**src/rtl/mdu_pkg.sv**
```systemverilog
// Shared encodings and defaults for the MIPS multiply/divide unit.
package mdu_pkg;

  localparam int unsigned MDU_WIDTH_DEFAULT = 32;

  typedef enum logic [2:0] {
    MDU_OP_MULT  = 3'b000,
    MDU_OP_MULTU = 3'b001,
    MDU_OP_DIV   = 3'b010,
    MDU_OP_DIVU  = 3'b011,
    MDU_OP_MTHI  = 3'b100,
    MDU_OP_MTLO  = 3'b101
  } mdu_op_e;

  typedef enum logic [1:0] {
    IDLE = 2'd0,
    CALC = 2'd1,
    FIX  = 2'd2
  } mdu_state_e;

endpackage

```
**src/rtl/mdu_sign_fix.sv**
```systemverilog
// Conditional two's-complement negate; used for operand abs and result sign fix.
module mdu_sign_fix #(
  parameter int unsigned WIDTH = 32
) (
  input  logic [WIDTH-1:0] in_val,
  input  logic             negate,
  output logic [WIDTH-1:0] out_val
);

  always_comb begin
    out_val = in_val;
    if (negate) out_val = ~in_val + WIDTH'(1);
  end

endmodule

```
**src/rtl/mips_muldiv_unit.sv**
```systemverilog
// Iterative multiply/divide unit with architectural HI/LO registers.
// Magnitudes are processed one bit per cycle, signs are re-applied in FIX.
module mips_muldiv_unit
  import mdu_pkg::*;
#(
  parameter int unsigned MDU_WIDTH = MDU_WIDTH_DEFAULT
) (
  input  logic                 MDU_clk,
  input  logic                 MDU_reset,
  input  logic                 MDU_start,
  input  logic [2:0]           MDU_op,
  input  logic [MDU_WIDTH-1:0] MDU_rs,
  input  logic [MDU_WIDTH-1:0] MDU_rt,
  output logic                 MDU_busy,
  output logic                 MDU_done,
  output logic [MDU_WIDTH-1:0] MDU_hi,
  output logic [MDU_WIDTH-1:0] MDU_lo
);

  localparam int unsigned W     = MDU_WIDTH;
  localparam int unsigned CNT_W = $clog2(MDU_WIDTH) + 1;

  mdu_state_e         state_q, state_d;
  logic [CNT_W-1:0]   cnt_q, cnt_d;
  logic [2*W-1:0]     acc_q, acc_d;
  logic [W-1:0]       opnd_q, opnd_d;
  logic               is_div_q, is_div_d;
  logic               neg_res_q, neg_res_d;
  logic               neg_rem_q, neg_rem_d;
  logic               div0_q, div0_d;
  logic [W-1:0]       hi_q, hi_d;
  logic [W-1:0]       lo_q, lo_d;
  logic               busy_q, busy_d;
  logic               done_q, done_d;

  logic               op_signed;
  logic [W-1:0]       abs_rs, abs_rt;
  logic [2*W-1:0]     prod_fix;
  logic [W-1:0]       quo_fix, rem_fix;
  logic [W:0]         mul_sum;
  logic [W:0]         div_shift;
  logic               div_ge;
  logic [W-1:0]       div_sub;

  assign op_signed = ~MDU_op[0];

  mdu_sign_fix #(.WIDTH(W)) u_abs_rs (
    .in_val (MDU_rs),
    .negate (op_signed & MDU_rs[W-1]),
    .out_val(abs_rs)
  );

  mdu_sign_fix #(.WIDTH(W)) u_abs_rt (
    .in_val (MDU_rt),
    .negate (op_signed & MDU_rt[W-1]),
    .out_val(abs_rt)
  );

  mdu_sign_fix #(.WIDTH(2*W)) u_fix_prod (
    .in_val (acc_q),
    .negate (neg_res_q),
    .out_val(prod_fix)
  );

  mdu_sign_fix #(.WIDTH(W)) u_fix_quo (
    .in_val (acc_q[W-1:0]),
    .negate (neg_res_q),
    .out_val(quo_fix)
  );

  mdu_sign_fix #(.WIDTH(W)) u_fix_rem (
    .in_val (acc_q[2*W-1:W]),
    .negate (neg_rem_q),
    .out_val(rem_fix)
  );

  // Multiply: acc = {partial product, remaining multiplier bits}, shifted right.
  assign mul_sum   = {1'b0, acc_q[2*W-1:W]} + (acc_q[0] ? {1'b0, opnd_q} : '0);
  // Divide: acc = {remainder, dividend/quotient bits}, shifted left.
  assign div_shift = acc_q[2*W-1:W-1];
  assign div_ge    = (div_shift >= {1'b0, opnd_q});
  assign div_sub   = div_shift[W-1:0] - opnd_q;

  always_comb begin
    state_d   = state_q;
    cnt_d     = cnt_q;
    acc_d     = acc_q;
    opnd_d    = opnd_q;
    is_div_d  = is_div_q;
    neg_res_d = neg_res_q;
    neg_rem_d = neg_rem_q;
    div0_d    = div0_q;
    hi_d      = hi_q;
    lo_d      = lo_q;
    busy_d    = busy_q;
    done_d    = 1'b0;

    unique case (state_q)
      IDLE: begin
        if (MDU_start) begin
          case (MDU_op)
            MDU_OP_MULT, MDU_OP_MULTU, MDU_OP_DIV, MDU_OP_DIVU: begin
              is_div_d  = MDU_op[1];
              neg_res_d = op_signed & (MDU_rs[W-1] ^ MDU_rt[W-1]);
              neg_rem_d = op_signed & MDU_rs[W-1];
              div0_d    = MDU_op[1] & (MDU_rt == '0);
              opnd_d    = MDU_op[1] ? abs_rt : abs_rs;
              acc_d     = {{W{1'b0}}, (MDU_op[1] ? abs_rs : abs_rt)};
              cnt_d     = '0;
              busy_d    = 1'b1;
              state_d   = CALC;
            end
            MDU_OP_MTHI: hi_d = MDU_rs;
            MDU_OP_MTLO: lo_d = MDU_rs;
            default: ;
          endcase
        end
      end
      CALC: begin
        if (is_div_q) acc_d = {(div_ge ? div_sub : div_shift[W-1:0]), acc_q[W-2:0], div_ge};
        else          acc_d = {mul_sum, acc_q[W-1:1]};
        cnt_d = cnt_q + CNT_W'(1);
        if (cnt_q == CNT_W'(W - 1)) state_d = FIX;
      end
      FIX: begin
        if (is_div_q) begin
          // Remainder fix alone restores rs on divide-by-zero; only LO needs forcing.
          hi_d = rem_fix;
          lo_d = div0_q ? '1 : quo_fix;
        end else begin
          {hi_d, lo_d} = prod_fix;
        end
        done_d  = 1'b1;
        busy_d  = 1'b0;
        cnt_d   = '0;
        state_d = IDLE;
      end
      default: state_d = IDLE;
    endcase
  end

  always_ff @(posedge MDU_clk) begin
    if (MDU_reset) begin
      state_q   <= IDLE;
      cnt_q     <= '0;
      acc_q     <= '0;
      opnd_q    <= '0;
      is_div_q  <= 1'b0;
      neg_res_q <= 1'b0;
      neg_rem_q <= 1'b0;
      div0_q    <= 1'b0;
      hi_q      <= '0;
      lo_q      <= '0;
      busy_q    <= 1'b0;
      done_q    <= 1'b0;
    end else begin
      state_q   <= state_d;
      cnt_q     <= cnt_d;
      acc_q     <= acc_d;
      opnd_q    <= opnd_d;
      is_div_q  <= is_div_d;
      neg_res_q <= neg_res_d;
      neg_rem_q <= neg_rem_d;
      div0_q    <= div0_d;
      hi_q      <= hi_d;
      lo_q      <= lo_d;
      busy_q    <= busy_d;
      done_q    <= done_d;
    end
  end

  assign MDU_busy = busy_q;
  assign MDU_done = done_q;
  assign MDU_hi   = hi_q;
  assign MDU_lo   = lo_q;

endmodule

```
**config.mk**
```make
export PLATFORM = sky130hd
export DESIGN_NAME = mips_muldiv_unit
export DESIGN_NICKNAME = d
export VERILOG_FILES = /design/src/rtl/mdu_pkg.sv /design/src/rtl/mdu_sign_fix.sv /design/src/rtl/mips_muldiv_unit.sv
export SDC_FILE = /design/constraint.sdc
export NUM_CORES = 1
export LEC_CHECK = 0
export ABC_AREA = 1
export CAP_MARGIN = 10
export CORE_MARGIN = 1
export CORE_UTILIZATION = 50
export DETAILED_ROUTE_END_ITERATION = 10
export GPL_ROUTABILITY_DRIVEN = 0
export GPL_TIMING_DRIVEN = 1
export PLACE_DENSITY = 0.73
export SLEW_MARGIN = 40
export SYNTH_ARGS = -nofsm -noshare
export SYNTH_HDL_FRONTEND = slang
export SYNTH_SLANG_ARGS = --single-unit
```
**constraint.sdc**
```tcl
create_clock -name MDU_clk -period 2.25 [get_ports MDU_clk]
set_clock_uncertainty 0.1 [all_clocks]
set_input_delay 0.45 -clock MDU_clk [delete_from_list [all_inputs] [get_ports MDU_clk]]
set_output_delay 0.45 -clock MDU_clk [all_outputs]
set_load 0.01 [all_outputs]
```
==> results.md, run 1 <==
* Root buffer cell: sky130_fd_sc_hd__clkbuf_16
* Total GRT Usage at 75.3%
* Post-synth EDFFs at 0
* Share of synthesized flip-flops with an asynchronous set or reset at 0%
* Stage where the flow stopped: global routing (5_1_grt)
* Number of buffers created by CTS at 17
* Net count of the mapped netlist at ~3400
* Post-synth top area cell: sky130_fd_sc_hd__nand2_1
* Largest cells by area after synthesis: sky130_fd_sc_hd__nand2_1 (19%), sky130_fd_sc_hd__dfxtp_1 (19%), sky130_fd_sc_hd__inv_1 (10%), sky130_fd_sc_hd__o21ai_0 (7.8%), sky130_fd_sc_hd__nand3_1 (7.7%)
* Die Height at 192 um
* Fraction of synthesized cell area taken by the top area cell type at 19.3%
* Number of instances in the synthesized netlist at ~3300
* Top post-synthesis cells by count: sky130_fd_sc_hd__nand2_1 (929), sky130_fd_sc_hd__inv_1 (496), sky130_fd_sc_hd__nor2_1 (327)
* Site row count at 69
* Clock tree sinks at 174
* Initial Utilization at 50.9%
* GR repair worst EP: acc_q[63]$_SDFFE_PP0P_/D
* Number of unique standard cell types used by synthesis at 52
* Synthesized cell area at 18100 um^2
* Estimated wirelength of the detail-placed design at 69900 um
* Largest net degree at the start of global routing at 80
* Io pins at between 100 and 150
* Kind of the worst endpoint: sequential cell input
* Register bit count reported by yosys at 174
* Flip-flop cell with the highest count after synthesis: sky130_fd_sc_hd__dfxtp_1
* IO buf count at 135
* Max Buffers Root-to-Sink at 2
* Number of H-tree branching levels at 4
* Result of the run: stopped before the end
* Share of the yosys chip area belonging to registers at about a fifth
* Die W at 192 um
* Syn. warnings at 0
* Most instantiated library cell after synthesis: sky130_fd_sc_hd__nand2_1
* Tool error message: [ERROR GRT-0232] Routing congestion too high. Check the congestion heatmap in the GUI.
* Total global routing overflow at 3
* Synth Area per Inst at 5.50 um^2
through the flow:
| step | setup WS, ns | instance area (um^2) | instances | utilization, % |
|---|---|---|---|---|
| 2_1_floorplan | -0.0238 | 18100 | 3291 | - |
| 3_3_place_gp | -0.605 | 24300 | 4374 | 68.4 |
| 3_5_place_dp | -0.700 | 24300 | 4374 | 68.4 |
| 4_1_cts | -0.152 | 27300 | 4453 | 76.8 |
cells by family after synthesis:
| family | after synthesis | synth area share (%) |
|---|---|---|
| AO/OA/AOI/OAI | 655 | 19.7 |
| XOR/XNOR | 53 | 2.57 |
| adder cells (fa/ha/maj) | 75 | 5.27 |
| buffers and inverters | 629 | 13.3 |
| flip-flops | 174 | 19.2 |
| AND/OR/NAND/NOR | 1705 | 39.9 |
what timing repair did:
| item | CTS |
|---|---|
| gates cloned | 3 |
| gates resized for setup | 507 |
| pin swaps | 114 |
| buffers inserted | 45 |
| hold buffers | 0 |
| endpoints found under the setup margin | 90 |
routing by layer:
layer	track usage, %	GRT overflow
met1	77.3	0
met4	65.5	1
met2	88.5	2
met3	64.3	0
met5	48.2	0
==> run 2: changes to the inputs <==
--- a/config.mk
+++ b/config.mk
@@ -8,11 +8,11 @@
 export ABC_AREA = 1
 export CAP_MARGIN = 10
 export CORE_MARGIN = 1
-export CORE_UTILIZATION = 50
+export CORE_UTILIZATION = 35
 export DETAILED_ROUTE_END_ITERATION = 10
 export GPL_ROUTABILITY_DRIVEN = 0
 export GPL_TIMING_DRIVEN = 1
-export PLACE_DENSITY = 0.73
+export PLACE_DENSITY_LB_ADDON = 0.15
 export SLEW_MARGIN = 40
 export SYNTH_ARGS = -nofsm -noshare
 export SYNTH_HDL_FRONTEND = slang
==> constraint.sdc (replaced) <==
create_clock -name MDU_clk -period 2.9 [get_ports MDU_clk]
set_clock_uncertainty 0.1 [all_clocks]
set_input_delay 0.58 -clock MDU_clk [delete_from_list [all_inputs] [get_ports MDU_clk]]
set_output_delay 0.58 -clock MDU_clk [all_outputs]
set_load 0.01 [all_outputs]
==> results.md, run 2 <==
* Result of the run: finished clean (was stopped before the end)
* Post-route clock period utilization at 97.5%
* Root buffer cell: sky130_fd_sc_hd__clkbuf_16 (unchanged)
* Number of buffers created by CTS at 17 (unchanged)
* Buffers inserted by post-CTS timing repair at 0 (was 45)
* Slew @ Worst Pin at 0.658 ns
* Critical Path Source Type: flop
* Register bit count reported by yosys at 174 (unchanged)
* Source of the worst register-to-register timing path: acc_q[0]
* Number of buffers inserted for hold repair after clock tree synthesis at 0 (unchanged)
* Site row count at 82 (was 69)
* Number of cells on the worst reg-to-reg path at 15
* Most frequent cells in the layout: sky130_fd_sc_hd__nand2_1 (928), sky130_fd_sc_hd__inv_1 (491), sky130_fd_sc_hd__nor2_1 (318), sky130_fd_sc_hd__o21ai_0 (279), sky130_fd_sc_hd__nand3_1 (270)
* Largest net degree at the start of global routing at 133
* Synth Area per Inst at 5.50 um^2 (unchanged)
* Final routed wirelength across all metal layers at around 88000 um
* Hold path depth at 2
* Origin of the worst min-delay path: MDU_busy
* Arr. time, crit path at roughly 3.2 ns
* Req. time, crit path at 3.23 ns
* Max FFs per register at 64
* Final count of hold timing violations at 0
* Net count of the mapped netlist at 3436 (unchanged)
* Post-route DRC at 0
* Reg2reg setup slack at 0.07 ns
* Insertion delay to the later sink of the worst-skew pair at 0.51 ns
* Via total after detailed routing at 23300
* TritonCTS clock tree: yes
* Critical path type: flop to flop
* Total global routing overflow at 0
* Family of cells with the greatest summed delay on the critical path: simple AND/OR/NAND/NOR gates
* TNS Setup at 0 ns
* Layout filler cell count at 5517
* Fraction of synthesized cell area taken by the top area cell type at 19.3% (unchanged)
* LEAKAGE at 11.0 nW
* Max Buffers Root-to-Sink at 2 (unchanged)
* Buffers and inverters on the worst path at 4
* Leading cell type in the layout, fill and taps excluded: sky130_fd_sc_hd__nand2_1
* Slew Limit Fails at 0
* Biggest register: acc_q
* Largest cells by area after synthesis: sky130_fd_sc_hd__nand2_1 (19%), sky130_fd_sc_hd__dfxtp_1 (19%), sky130_fd_sc_hd__inv_1 (10%), sky130_fd_sc_hd__o21ai_0 (7.8%), sky130_fd_sc_hd__nand3_1 (7.7%) (unchanged)
* Core area at 50600 um^2
* Io pins at 136 (unchanged)
* Die Height at 229 um (was 192 um)
* First-pass GRT wire length at 131000 um
* Worst Hold End: MDU_busy
* Area of the multi-input gates at roughly 12000 um^2
* Max VDD drop at 0.478 mV
* Number of routed nets with antenna violations at 0
* Ratio of routed vias to standard cells at between 5 and 6
* Synthesized cell area at 18100 um^2 (unchanged)
* Kind of end point of the critical path: flop
* Sequential standard cell area at 3490 um^2
* Share of the yosys chip area belonging to registers at 19.2% (unchanged)
* Hold slack final at 0.400 ns
* Max_cap viols at 0
* Share of synthesized flip-flops with an asynchronous set or reset at 0% (unchanged)
* Detailed Routing Iterations Pass 1 at 8
* IO buf count at 135 (unchanged)
* Total GRT Usage at between 30% and 40%
* Antenna cells at 0
* Top post-synthesis cells by count: sky130_fd_sc_hd__nand2_1 (929), sky130_fd_sc_hd__inv_1 (496), sky130_fd_sc_hd__nor2_1 (327) (unchanged)
* Die Area at between 50000 and 60000 um^2
* Final critical path time including I/O delays and setup at 2.83 ns
* Layout net count at approximately 3700
* Antenna violations before repair at 2
* Max_slew headroom at 56.0%
* Flip-flop cell with the highest count after synthesis: sky130_fd_sc_hd__dfxtp_1 (unchanged)
* Critical path peak fanout at 21
* Via count of the first global-routing pass at about 21000
* Number of unique standard cell types used by synthesis at 52 (unchanged)
* Post-synth EDFFs at 0 (unchanged)
* Most instantiated library cell after synthesis: sky130_fd_sc_hd__nand2_1 (unchanged)
* CP Cell Sequence: buf_8 > nand2_1 > inv_1 > ha_2 > nand2_1 > nor2_1 > nand2_1 > inv_1 > nand2_1 > nand2_1 > nor2_1 > o21ai_0 > buf_4 > nand3_2 > a21oi_2
* Syn. warnings at 0 (unchanged)
* Clock slew seen by the registers of the worst setup and hold paths at 0.07 ns
* Layout area overhead at 22.4%
* Setup violations, final at 0
* Min-Delay Path Class: flop to flop
* Estimated wirelength of the detail-placed design at 72400 um (was 69900 um)
* Number of H-tree branching levels at 4 (unchanged)
* Post-synth top area cell: sky130_fd_sc_hd__nand2_1 (unchanged)
* FF-to-FF End: acc_q[46]
* Share of final-layout standard cells stronger than drive strength 1 at 9.84%
* Pwr Density at 418 nW/um^2
* Maximum achievable frequency at 0.354 GHz
* Worst path max stage delay at ~0.37 ns
* Number of instances in the synthesized netlist at 3291 (unchanged)
* Initial Utilization at 35.8% (was 50.9%)
* Initial DRC Count at about 3200
* Die W at 229 um (was 192 um)
* Post-detailed-route wirelength per cell at ~21 um
* Count of cell instances traversed by the critical path at 15
* Clock tree sinks at 174 (unchanged)
* Library cell appearing most often on the critical path: sky130_fd_sc_hd__nand2_1
* Slowest-stage cell, CP: sky130_fd_sc_hd__ha_2
==> run 2: cell counts after synthesis <==
No cell type changed its count.
==> run 2: worst max-delay path by stage <==
stage,slack [ns],startpoint,end
5_1_grt,-0.02,acc_q[0],acc_q[59]
2_1_floorplan,0.51,acc_q[0],acc_q[45]
4_1_cts,0.02,acc_q[0],acc_q[62]
3_3_place_gp,-0.14,MDU_rs[1],opnd_q[26]
6_report,0.07,acc_q[0],acc_q[46]
3_5_place_dp,-0.07,MDU_rs[0],acc_q[24]
==> run 2: stage by stage <==
step / instance area, um^2 / util (%) / std cells / power, mW / setup slack (ns)
detailed placement: 21500 / 42.4 / 4187 / 6.83 / -0.0668
floorplan: 18100 / - / 3291 / 5.26 / 0.507
finish: 22100 / 43.8 / 4218 / 9.26 / 0.0723
CTS: 22000 / 43.5 / 4218 / 9.11 / 0.0195
global route: 22100 / 43.8 / 4218 / 9.73 / -0.0222
global placement: 21500 / 42.4 / 4187 / 6.80 / -0.139
==> run 2: layer usage <==
metal	global-route usage (%)	vias to the layer above	share of wire (%)
met5	0	-	0.034
met4	15.2	4	4.5
met3	6.44	199	11
met2	48.5	1287	41
met1	45.9	10700	43
li1	-	11100	-
==> run 2: tightest hold or removal path: cells and delay by family (launching register included) <==
family	cells	cell delay [ns]
and+or+nand+nor	1	0.10
AOI/OAI and AO/OA	1	0.04
DFF	1	0.31
==> run 2: area by class of cell <==
cell class	instances	share of cell area [%]
Multi-Input combinational cell	2488	55.8
Sequential cell	174	15.8
Timing Repair Buffer	345	13.6
Inverter	508	8.62
Tap cell	672	3.80
Clock buffer	19	1.96
Clock inverter	12	0.475
==> run 2: timing repair <==
action | in CTS | in global routing
resized for setup | 4 | 37
pin swaps | 0 | 1
setup endpoints to repair | 3 | 21
endpoints found under the hold margin | 0 | 0
==> run 2: kinds of logic after synthesis <==
kind of cell / count (synthesis) / share of synthesized area [%]
and+or+nand+nor: 1705 / 39.9
AOI/OAI and AO/OA: 655 / 19.7
buffers and inverters: 629 / 13.3
DFF: 174 / 19.2
adders and majority gates: 75 / 5.27
xor gates and xnor gates: 53 / 2.57
==> run 2: report_power, final <==
part	internal (mW)	switching (mW)
clock	1.11	1.19
sequential	2.54	0.173
combinational	1.42	2.83
total	5.07	4.20
Note: power is estimated with default switching activity, not from simulation.
==> RTL edit (settings of run 2) <==
Put one more register stage on the output `MDU_lo`, with the module's reset. The value now appears one clock later. The other outputs are not delayed to match.
--- a/src/rtl/mips_muldiv_unit.sv
+++ b/src/rtl/mips_muldiv_unit.sv
@@ -172,7 +172,13 @@
   assign MDU_busy = busy_q;
   assign MDU_done = done_q;
   assign MDU_hi   = hi_q;
-  assign MDU_lo   = lo_q;
+  always_ff @(posedge MDU_clk) begin
+    if (MDU_reset) begin
+      MDU_lo <= '0;
+    end else begin
+      MDU_lo <= lo_q;
+    end
+  end
 
 endmodule
 
Function: changed (a bounded check fails within 4 cycles, from zero or initial values and one cycle with MDU_reset high).
==> RTL edit against run 2 <==
- critical path depth down 2
- synthesized area is 5.3% higher
- design area grew 5.7%
- wire length is 1.5% higher
- setup slack better by 0.037 ns
- global-route usage fell by 1.6 points
- count of clock-buffer cells in the layout is 16 higher
- sequential cell count is 32 higher
- fmax is 1.3% higher
Power is not compared: it rests on default switching activity, and its combinational part moved more than twofold at a synthesized area within 25%.
==> RTL edit: results (changes against run 2) <==
| Metric | Value |
|---|---|
| Routed len/inst | `20.5 um (-1.9%)` |
| Register area | `0.00413 mm^2 (+18%)` |
| GRT met2 Usage | `47.8% (-0.66 points)` |
| Critical path endpoint | `MDU_hi[24]$_SDFFE_PP0P_` |
| Well Taps | `696 (+3.6%)` |
| Ranking of synthesized cells by area | `dfxtp_1 22%, nand2_1 18%, inv_1 10%` |
| Mapped Nets | `3564 (+3.7%)` |
| CP max stage delay | `0.33 ns (-0.04 ns)` |
| Dpl cell area | `0.0225 mm^2 (+4.6%)` |
| Vias in the first global route | `20900 (-0.50%)` |
| Worst Reg-to-Reg Cells | `13 (-2)` |
| TritonCTS Sinks | `206 (+18%)` |
| Final setup margin | `0.109 ns (+0.0370 ns)` |
| DR vias | `23500 (+0.71%)` |
| Slowest CP cell | `dfxtp_1` |
| DRT Wirelength | `89.7 mm (+1.5%)` |
| CTS Buf Count | `26 (+9)` |
| Inverters | `524 (+3.1%)` |
| DR WL met3 | `8.23 mm (-17%)` |
| Layout fillers | `5915 (+7.2%)` |
| Xor and xnor fraction of the mapped netlist area | `2.39% (-0.18 points)` |
| Clock H-tree levels | `1 (-3)` |
| Top layer used by detailed routing | `met4` |
| CP arrival | `3.19 ns (+0.04 ns)` |
| Multi-input combinational area share | `53.3% (-2.5 points)` |
| Place WS | `-0.0190 ns (+0.0478 ns)` |
| Library cells used by synthesis | `53 (+1.9%)` |
| Grt met1 use | `44.7% (-1.2 points)` |
| M1 wire length | `39.9 mm (+5.2%)` |
| Inst Count DP | `4322 (+3.2%)` |
| Pin count of the biggest net entering global routing | `57 (-57%)` |
| Status | `complete, no violations` |
| Synth top cells by count | `930 x nand2_1, 515 x inv_1, 379 x nor2_1, 310 x nand3_1, 262 x a21oi_1` |
| Pre-antenna DRT Iters | `6 (-2)` |
[RTL edit: changes by cell type in the layout (fill, tap and decap cells not counted), sizes merged, moves of 5 or more]
| cell | before | now |
|---|---|---|
| dfxtp | 174 | 206 |
| a21oi | 250 | 262 |
| nor3 | 45 | 37 |
| inv | 509 | 523 |
| nand3 | 284 | 312 |
| nand2 | 944 | 939 |
| o21ai | 292 | 274 |
| nor4 | 3 | 9 |
| nor2 | 342 | 394 |
| clkbuf | 19 | 35 |
| a31oi | 36 | 31 |
[RTL edit: cell families (layout without fill, tap and decap cells)]
group                    count (synthesis)  count (layout)
AND/OR/NAND/NOR                       1776            1776
buffers and inverters                  660             912
AO/OA/AOI/OAI                          650             650
flip-flops                             206             206
adder cells (fa/ha/maj)                 75              75
XOR/XNOR                                52              52
[RTL edit: timing repair]
action | in CTS | in global routing
hold endpoints to repair | 0 | 0
endpoints found under the setup margin | 0 | 17
resized for setup | 0 | 18
[RTL edit: worst min-delay path by stage]
stage,from,endpoint,slack [ns],depth (start not counted)
6_report,lo_q[2]$_SDFFE_PP0P_,MDU_lo[2]$_SDFF_PP0_,0.32,2
2_1_floorplan,lo_q[0]$_SDFFE_PP0P_,MDU_lo[0]$_SDFF_PP0_,0.30,2
5_1_grt,lo_q[11]$_SDFFE_PP0P_,MDU_lo[11]$_SDFF_PP0_,0.34,2
3_5_place_dp,lo_q[4]$_SDFFE_PP0P_,MDU_lo[4]$_SDFF_PP0_,0.31,2
4_1_cts,lo_q[2]$_SDFFE_PP0P_,MDU_lo[2]$_SDFF_PP0_,0.32,2
3_3_place_gp,lo_q[4]$_SDFFE_PP0P_,MDU_lo[4]$_SDFF_PP0_,0.31,2
